File: src/rtl/nor_logic_pkg.sv
// Shared definitions for the NOR logic unit: function-select codes and default width.
package nor_logic_pkg;

    localparam int DEFAULT_WIDTH = 8;

    typedef enum logic [2:0] {
        OP_NOR   = 3'd0,
        OP_NOTA  = 3'd1,
        OP_AND   = 3'd2,
        OP_OR    = 3'd3,
        OP_NAND  = 3'd4,
        OP_XOR   = 3'd5,
        OP_XNOR  = 3'd6,
        OP_PASSA = 3'd7
    } op_e;

endpackage

File: src/rtl/nor_vec.sv
// Bitwise 2-input NOR over WIDTH bits; the only logic primitive of the datapath.
module nor_vec #(
    parameter int WIDTH = 8
) (
    input  logic [WIDTH-1:0] a,
    input  logic [WIDTH-1:0] b,
    output logic [WIDTH-1:0] y
);

    assign y = ~(a | b);

endmodule

File: src/rtl/nor_logic_unit.sv
// Two-stage pipelined bitwise logic unit built from NOR terms, with an optional
// accumulator that can replace operand A. Valid/ready: a beat moves when valid && ready.
module nor_logic_unit
    import nor_logic_pkg::*;
#(
    parameter int WIDTH  = DEFAULT_WIDTH,
    parameter int ACC_EN = 1
) (
    input  logic             clk,
    input  logic             rst_n,
    input  logic             in_valid,
    output logic             in_ready,
    input  logic [WIDTH-1:0] a,
    input  logic [WIDTH-1:0] b,
    input  logic [2:0]       op,
    input  logic             acc_mode,
    input  logic             acc_clr,
    output logic             out_valid,
    input  logic             out_ready,
    output logic [WIDTH-1:0] y,
    output logic             y_zero
);

    logic             acc_mode_eff;
    logic             acc_clr_eff;
    logic [WIDTH-1:0] acc_q;
    logic [WIDTH-1:0] opa;

    logic             s1_valid;
    logic             s1_acc;
    op_e              s1_op;
    logic [WIDTH-1:0] s1_nab;
    logic [WIDTH-1:0] s1_naa;
    logic [WIDTH-1:0] s1_nbb;
    logic             out_acc;

    logic             in_fire;
    logic             out_fire;
    logic             s2_load;
    logic             s1_free;
    logic             acc_lock;
    logic             in_flight;

    logic [WIDTH-1:0] nab;
    logic [WIDTH-1:0] naa;
    logic [WIDTH-1:0] nbb;
    logic [WIDTH-1:0] and_t;
    logic [WIDTH-1:0] or_t;
    logic [WIDTH-1:0] nand_t;
    logic [WIDTH-1:0] xor_t;
    logic [WIDTH-1:0] xnor_t;
    logic [WIDTH-1:0] pass_t;
    logic [WIDTH-1:0] res;

    assign acc_mode_eff = (ACC_EN != 0) ? acc_mode : 1'b0;
    assign acc_clr_eff  = (ACC_EN != 0) ? acc_clr  : 1'b0;
    assign opa          = acc_mode_eff ? acc_q : a;

    assign out_fire  = out_valid && out_ready;
    assign s2_load   = s1_valid && (!out_valid || out_ready);
    assign s1_free   = !s1_valid || s2_load;
    assign in_flight = s1_valid || out_valid;
    // An accumulate beat must see the accumulator after every older beat has retired,
    // and nothing may follow it until its own result has been handed off.
    assign acc_lock  = (s1_valid && s1_acc) || (out_valid && out_acc);
    assign in_ready  = rst_n && s1_free && !acc_lock && !(acc_mode_eff && in_flight);
    assign in_fire   = in_valid && in_ready;

    nor_vec #(.WIDTH(WIDTH)) u_nab (.a(opa), .b(b),   .y(nab));
    nor_vec #(.WIDTH(WIDTH)) u_naa (.a(opa), .b(opa), .y(naa));
    nor_vec #(.WIDTH(WIDTH)) u_nbb (.a(b),   .b(b),   .y(nbb));

    always_ff @(posedge clk or negedge rst_n) begin
        if (!rst_n) begin
            s1_valid <= 1'b0;
            s1_acc   <= 1'b0;
            s1_op    <= OP_NOR;
            s1_nab   <= '0;
            s1_naa   <= '0;
            s1_nbb   <= '0;
        end else begin
            s1_valid <= in_fire || (s1_valid && !s2_load);
            if (in_fire) begin
                s1_acc <= acc_mode_eff;
                s1_op  <= op_e'(op);
                s1_nab <= nab;
                s1_naa <= naa;
                s1_nbb <= nbb;
            end
        end
    end

    // Level 2: every function is one or two further NORs of the registered terms.
    nor_vec #(.WIDTH(WIDTH)) u_and  (.a(s1_naa), .b(s1_nbb), .y(and_t));
    nor_vec #(.WIDTH(WIDTH)) u_or   (.a(s1_nab), .b(s1_nab), .y(or_t));
    nor_vec #(.WIDTH(WIDTH)) u_nand (.a(and_t),  .b(and_t),  .y(nand_t));
    nor_vec #(.WIDTH(WIDTH)) u_xor  (.a(s1_nab), .b(and_t),  .y(xor_t));
    nor_vec #(.WIDTH(WIDTH)) u_xnor (.a(xor_t),  .b(xor_t),  .y(xnor_t));
    nor_vec #(.WIDTH(WIDTH)) u_pass (.a(s1_naa), .b(s1_naa), .y(pass_t));

    always_comb begin
        res = s1_nab;
        case (s1_op)
            OP_NOR:   res = s1_nab;
            OP_NOTA:  res = s1_naa;
            OP_AND:   res = and_t;
            OP_OR:    res = or_t;
            OP_NAND:  res = nand_t;
            OP_XOR:   res = xor_t;
            OP_XNOR:  res = xnor_t;
            OP_PASSA: res = pass_t;
            default:  res = s1_nab;
        endcase
    end

    always_ff @(posedge clk or negedge rst_n) begin
        if (!rst_n) begin
            out_valid <= 1'b0;
            out_acc   <= 1'b0;
            y         <= '0;
        end else begin
            out_valid <= s2_load || (out_valid && !out_ready);
            if (s2_load) begin
                y       <= res;
                out_acc <= s1_acc;
            end
        end
    end

    // Clear has priority over loading the handed-off result.
    always_ff @(posedge clk or negedge rst_n) begin
        if (!rst_n) begin
            acc_q <= '0;
        end else if (acc_clr_eff) begin
            acc_q <= '0;
        end else if (out_fire) begin
            acc_q <= y;
        end
    end

    assign y_zero = ~|y;

endmodule

File: config.mk
export PLATFORM = sky130hd
export DESIGN_NAME = nor_logic_unit
export DESIGN_NICKNAME = d
export VERILOG_FILES = /design/src/rtl/nor_logic_pkg.sv /design/src/rtl/nor_vec.sv /design/src/rtl/nor_logic_unit.sv
export SDC_FILE = /design/constraint.sdc
export NUM_CORES = 1
export LEC_CHECK = 0
export ABC_AREA = 0
export CAP_MARGIN = 30
export CORE_ASPECT_RATIO = 1.1
export CORE_UTILIZATION = 59
export DETAILED_ROUTE_END_ITERATION = 6
export HOLD_SLACK_MARGIN = 0.12
export PLACE_DENSITY = 0.85
export SLEW_MARGIN = 5
export SYNTH_ARGS = -nofsm -noshare
export SYNTH_HDL_FRONTEND = slang
export SYNTH_SLANG_ARGS = --single-unit
export TNS_END_PERCENT = 30
File: constraint.sdc
create_clock -name clk -period 4.7 [get_ports clk]
set_input_delay 0.47 -clock clk [delete_from_list [all_inputs] [get_ports clk]]
set_output_delay 0.47 -clock clk [all_outputs]
set_load 0.01 [all_outputs]
==> flow_metrics.env, run 1 <==
export IMPL_drt_first_iter_violations=202
export IMPL_unrepaired_setup_endpoints_after_global_routing="false"
export IMPL_final_period_utilization_pct=59.8
export IMPL_detailedRoute_firstPassIterationCount=6
export IMPL_post_drt_via_cell_ratio=6.02
export IMPL_flow_area_growth_from_synthesis_pct=18.4
export IMPL_die_width_um=65.4
export IMPL_clock_insertion_delay_worst_skew_ps=300
export IMPL_critPathRequiredTime_ps=4230
export IMPL_antenna_diode_count=0
export IMPL_ff2ff_setup_slack_ps=2830
export IMPL_synth_seq_cells=47
export IMPL_timing_final_setup_violations=0
export IMPL_place_hpwl_um=3650
export IMPL_postCtsSetupRepairBufs=0
export IMPL_worstReg2RegStart="s1_valid"
export IMPL_leakage_nw=1.34
export IMPL_route_vias_total=1973
export IMPL_irDropWorstVdd_v=0.000294
export IMPL_hold_path_class="reg -> reg"
export IMPL_setup_tns_after_final_layout_ps=0
export IMPL_clk_pin_slew_worst_paths_ps=80
export IMPL_post_synth_instance_area_um2=2610
export IMPL_grt_overflow_total=0
export IMPL_design_die_area_um2=4700
export IMPL_detail_route_wirelength_um=5590
export IMPL_worst_slew_pin_transition_ps=661
export IMPL_dominantRegCellSynth="sky130_fd_sc_hd__dfrtp_1"
export IMPL_final_layout_size_suffix_gt1_share_pct=4.74
export IMPL_synth_distinct_cells=26
export IMPL_route_detailed_drc=0
export IMPL_io_buffer_count=35
export IMPL_cts_tree="yes"
export IMPL_slew_limit_headroom_pct=55.8
export IMPL_finalHoldViolCount=0
export IMPL_async_reset_ff_share_pct=100
export IMPL_cts_buf_count=5
export IMPL_critical_path_reg2reg_endpoint="s1_naa[2]"
export IMPL_startpoint_type="primary input"
export IMPL_clkSinkCount=47
export IMPL_setup_worst_path_end="in_ready"
export IMPL_postSynthNetCount=269
export IMPL_power_density_nw_per_um2=573
export IMPL_timing_critical_path_fanout_max=11
export IMPL_global_route_usage_total_pct=25.9
export IMPL_clock_tree_buffer_depth=2
export IMPL_cts_root_cell="sky130_fd_sc_hd__clkbuf_8"
export IMPL_maxCapViolCount=0
export IMPL_cp_startpoint="acc_mode"
export IMPL_achievable_frequency_ghz=0.356
export IMPL_ys_warn_count=0
export IMPL_status="finished, final reports clean"
export IMPL_antenna_found_initial=0
export IMPL_postRouteAntennaNets=0
export IMPL_layout_nets=298
export IMPL_placementRows=25
export IMPL_initial_utilization_pct=61.0
export IMPL_ff2ff_path_depth=4
export IMPL_mostFrequentLayoutCells="sky130_fd_sc_hd__mux2i_1, sky130_fd_sc_hd__dfrtp_1, sky130_fd_sc_hd__clkdlybuf4s50_1"
export IMPL_avgRoutedWirePerCell_um=17.0
export IMPL_chipHeight_um=71.8
export IMPL_layout_min_cycle_time_ps=2810
export IMPL_synth_edff_count=0
export IMPL_final_common_cell="sky130_fd_sc_hd__mux2i_1"
export IMPL_crit_path_class="in -> out"
export IMPL_num_io_pins=36
export IMPL_fin_worst_skew_ps=9.06
export IMPL_crit_path_end_kind="output pin"
export IMPL_core_area_um2=4290
export IMPL_synthesis_instances=244
export IMPL_routabilityCongestion=0.796
export IMPL_final_number_of_max_transition_violations=0
export IMPL_synthesis_area_per_instance_um2=10.7
export IMPL_timing_critical_path_arrival_ps=2340
export IMPL_wire_length_of_the_first_global_routing_pass_um=9200
export IMPL_sequential_to_total_area_share_from_yosys_stat_pct=45.0
export IMPL_total_power_w=0.00177
export IMPL_first_global_vias=1863
export IMPL_grt_max_degree=43
export IMPL_htree_num_levels=2
worst max-delay path: stages:
cell and delay (ps):
sky130_fd_sc_hd__clkdlybuf4s50_1 750, sky130_fd_sc_hd__o31ai_2 400, sky130_fd_sc_hd__and3_1 190, sky130_fd_sc_hd__clkdlybuf4s50_1 520
metal layers:
layer  part of all wire, %  vias up  GRT usage (%)
met5                     0        -              0
met2                    51       53           42.2
met4                   1.2        0           7.97
met1                    43      988           34.4
met3                   5.4        7           5.41
li1                      -      925              -
how the worst min path moves through the flow:
stage	start	to	slack (ps)	cells past startpoint
2_1_floorplan	rst_n	acc_q[0]	170	0
3_3_place_gp	rst_n	out_acc	350	1
3_5_place_dp	rst_n	out_acc	360	1
4_1_cts	out_acc	out_acc	530	1
5_1_grt	out_acc	out_acc	550	1
6_report	out_acc	out_acc	520	1
cells by family after synthesis:
kind of cell | count (synthesis) | synth area share [%]
AND/OR/NAND/NOR | 59 | 12.5
multiplexers | 61 | 24.0
buffers and inverters | 34 | 6.42
AO/OA/AOI/OAI | 43 | 12.1
flip-flops | 47 | 45.0
cells in the mapped netlist (9+ instances only):
library cell	instances	area share, %
sky130_fd_sc_hd__nand2_1	19	2.7
sky130_fd_sc_hd__o21ai_1	9	1.7
sky130_fd_sc_hd__mux2_1	13	5.6
sky130_fd_sc_hd__dfrtp_1	47	45
sky130_fd_sc_hd__nand2b_1	18	4.3
sky130_fd_sc_hd__mux2i_1	48	18
sky130_fd_sc_hd__inv_1	17	2.4
where the power goes:
part / internal (W) / switching, W
registers: 0.000546 / 0.000185
clock network: 0.000213 / 0.000137
logic: 0.000377 / 0.000316
what timing repair did:
item                                    CTS  global route
hold endpoints to repair                  8             0
gates resized for setup                   0             0
endpoints found under the setup margin    0             0
hold buffers                              1             0
registers in the layout, indices dropped and copies added, names as in the netlist:
register   flops
s1_op          3
acc_q          8
s1_naa         8
out_valid      1
s1_nab         8
out_acc        1
s1_acc         1
s1_valid       1
s1_nbb         8
y              8
stage by stage:
stage | hold WS, ps | cells | setup WS (ps) | cell area (um2) | utilization, %
floorplan | 174 | 244 | 3090 | 2610 | -
global placement | 352 | 318 | 1930 | 2940 | 68.5
detailed placement | 356 | 318 | 1890 | 2940 | 68.5
CTS | 526 | 327 | 1880 | 3080 | 71.9
global route | 555 | 328 | 1800 | 3090 | 72.2
finish | 520 | 328 | 1890 | 3090 | 72.2
layout make-up:
type                            instances  area [um2]
Clock inverter                          2        60.1
Tap cell                               54        67.6
Timing Repair Buffer                   39         385
Multi-Input combinational cell        163        1270
Fill cell                             318        1190
Clock buffer                            6        72.6
Sequential cell                        47        1180
Inverter                               17        63.8
Power figures use the tool's default switching activity.
==> run 2: changes to the inputs <==
--- a/config.mk
+++ b/config.mk
@@ -8,10 +8,10 @@
 export ABC_AREA = 0
 export CAP_MARGIN = 30
 export CORE_ASPECT_RATIO = 1.1
-export CORE_UTILIZATION = 59
+export CORE_UTILIZATION = 49
 export DETAILED_ROUTE_END_ITERATION = 6
 export HOLD_SLACK_MARGIN = 0.12
-export PLACE_DENSITY = 0.85
+export PLACE_DENSITY = 0.75
 export SLEW_MARGIN = 5
 export SYNTH_ARGS = -nofsm -noshare
 export SYNTH_HDL_FRONTEND = slang
==> constraint.sdc (replaced) <==
create_clock -name clk -period 2.3 [get_ports clk]
set_input_delay 0.23 -clock clk [delete_from_list [all_inputs] [get_ports clk]]
set_output_delay 0.23 -clock clk [all_outputs]
set_load 0.01 [all_outputs]
==> run 2 against run 1 <==
  * Combinational power is 120% higher
  * Sequential power is 98% higher
  * Cell count is 3.0% higher
  * Worst setup slack worse by 1700 ps
  * Highest routed layer unchanged
  * Largest power group is now combinational logic
  * Count of clock-buffer cells in the layout is 2 higher
  * Non-clock buffer count is 6 higher
  * Register-to-register slack worse by 2300 ps
  * Sequential share of layout area is 0.092 points lower
==> flow_metrics.env, run 2 (synthesis gave the netlist of run 1 again) <==
export IMPL_antenna_diode_count=0
export IMPL_crit_path_class="reg -> out"
export IMPL_postCtsSetupRepairBufs=0
export IMPL_hold_path_class="in -> async"
export IMPL_layout_nets=304
export IMPL_mostFrequentLayoutCells="sky130_fd_sc_hd__mux2i_1, sky130_fd_sc_hd__dfrtp_1, sky130_fd_sc_hd__clkdlybuf4s50_1"
export IMPL_postCtsResizedCells=0
export IMPL_route_detailed_drc=0
export IMPL_initial_utilization_pct=51.6
export IMPL_setup_tns_after_final_layout_ps=0
export IMPL_n_fill_cell=426
export IMPL_post_drt_via_cell_ratio=5.63
export IMPL_slowest_delay_ps=540
export IMPL_worst_slew_pin_transition_ps=581
export IMPL_startpoint_type="flip-flop"
export IMPL_grt_overflow_total=0
export IMPL_power_density_nw_per_um2=1120
export IMPL_placementRows=27
export IMPL_routabilityCongestion=0.727
export IMPL_clk_pin_slew_worst_paths_ps=80
export IMPL_avgRoutedWirePerCell_um=16.3
export IMPL_critical_path_buf_inv_count=1
export IMPL_clock_tree_buffer_depth=2
export IMPL_route_vias_total=1903
export IMPL_htree_num_levels=2
export IMPL_core_area_um2=5070
export IMPL_num_io_pins=36
export IMPL_critPathTopFamily="simple AND/OR/NAND/NOR gates"
export IMPL_placed_cells=330
export IMPL_dpl_instance_area_um2=3000
export IMPL_critPathRequiredTime_ps=2070
export IMPL_unrepaired_setup_endpoints_after_global_routing="false"
export IMPL_final_layout_size_suffix_gt1_share_pct=7.14
export IMPL_timing_critical_path_fanout_max=4
export IMPL_fin_area_um2=3100
export IMPL_timing_hold_ws_ps=119
export IMPL_io_buffer_count=35
export IMPL_detailedRoute_firstPassIterationCount=4
export IMPL_cts_buf_count=5
export IMPL_fin_worst_skew_ps=3.88
export IMPL_final_common_cell="sky130_fd_sc_hd__mux2i_1"
export IMPL_cts_tree="yes"
export IMPL_critical_path_cell_chain="or4_1 > nor2_1 > clkdlybuf4s50_1"
export IMPL_place_hpwl_um=3990
export IMPL_instances_no_fill=338
export IMPL_design_die_area_um2=5630
export IMPL_clkSinkCount=47
export IMPL_finalHoldViolCount=0
export IMPL_ff2ff_path_depth=5
export IMPL_postRouteAntennaNets=0
export IMPL_maxCapViolCount=0
export IMPL_critPathSlowestCell="sky130_fd_sc_hd__or4_1"
export IMPL_wire_length_of_the_first_global_routing_pass_um=9080
export IMPL_achievable_frequency_ghz=0.470
export IMPL_critical_path_reg2reg_endpoint="s1_nbb[4]"
export IMPL_crit_path_end_kind="output pin"
export IMPL_drt_first_iter_violations=95
export IMPL_worstReg2RegStart="s1_valid"
export IMPL_hold_buffers=0
export IMPL_layout_min_cycle_time_ps=2130
export IMPL_grt_max_degree=48
export IMPL_die_width_um=71.6
export IMPL_global_route_usage_total_pct=20.9
export IMPL_ff2ff_setup_slack_ps=550
export IMPL_clock_insertion_delay_worst_skew_ps=290
export IMPL_final_number_of_max_transition_violations=0
export IMPL_first_global_vias=1856
export IMPL_flow_area_growth_from_synthesis_pct=18.7
export IMPL_antenna_found_initial=0
export IMPL_cts_root_cell="sky130_fd_sc_hd__clkbuf_8"
export IMPL_layout_area_seq_um2=1180
export IMPL_timing_final_setup_violations=0
export IMPL_timing_critical_path_arrival_ps=1900
export IMPL_final_period_utilization_pct=92.5
export IMPL_leakage_nw=1.35
export IMPL_irDropWorstVdd_v=0.000731
export IMPL_chipHeight_um=78.6
export IMPL_slew_limit_headroom_pct=61.3
export IMPL_status="finished, final reports clean"
export IMPL_detail_route_wirelength_um=5510
export IMPL_multi_input_area_um2=1270
run 2: changes by cell type in the layout (fill, tap and decap cells not counted), sizes merged:
cell	before	now
buf	4	11
dlygate4sd3	1	0
clkbuf	6	8
bufinv	2	0
run 2: layer usage:
layer  GRT usage (%)  share of wire, %
met5               0                 0
met4            5.88               1.3
met3            2.44               1.7
met2            34.9                50
met1            28.8                47
run 2: final cells by class:
cell class                 count  area share, %
sequential                    47           37.9
tap                           58           2.34
multi-input combinational    163           40.9
timing repair buffer          45           13.6
clock buffer                   8           3.23
inverter                      17           2.06
run 2: how the worst max path moves through the flow:
| stage | from | endpoint | slack (ps) | cells after the start |
|---|---|---|---|---|
| final | y[6] | y_zero | 170 | 3 |
| after global routing | y[6] | y_zero | 70 | 3 |
| after CTS | y[6] | y_zero | 150 | 3 |
| after detailed placement | out_ready | s1_nbb[4] | 280 | 6 |
| after global placement | out_ready | s1_op[0] | 380 | 5 |
| after floorplan | s1_valid | s1_acc | 770 | 5 |
run 2: stage by stage:
stage	setup slack, ps	power [W]	utilization, %
floorplan	771	0.00244	-
finish	172	0.00348	61.2
detailed placement	276	0.00296	59.2
global route	72.2	0.00370	61.2
CTS	153	0.00349	61.2
global placement	378	0.00289	59.2
run 2: power breakdown:
| part | internal [W] | leakage, nW | switching, W | total (W) |
|---|---|---|---|---|
| Sequential | 0.00112 | 0.570 | 0.000334 | 0.00145 |
| Combinational | 0.000786 | 0.728 | 0.000709 | 0.00150 |
| Clock | 0.000275 | 0.0515 | 0.000260 | 0.000534 |
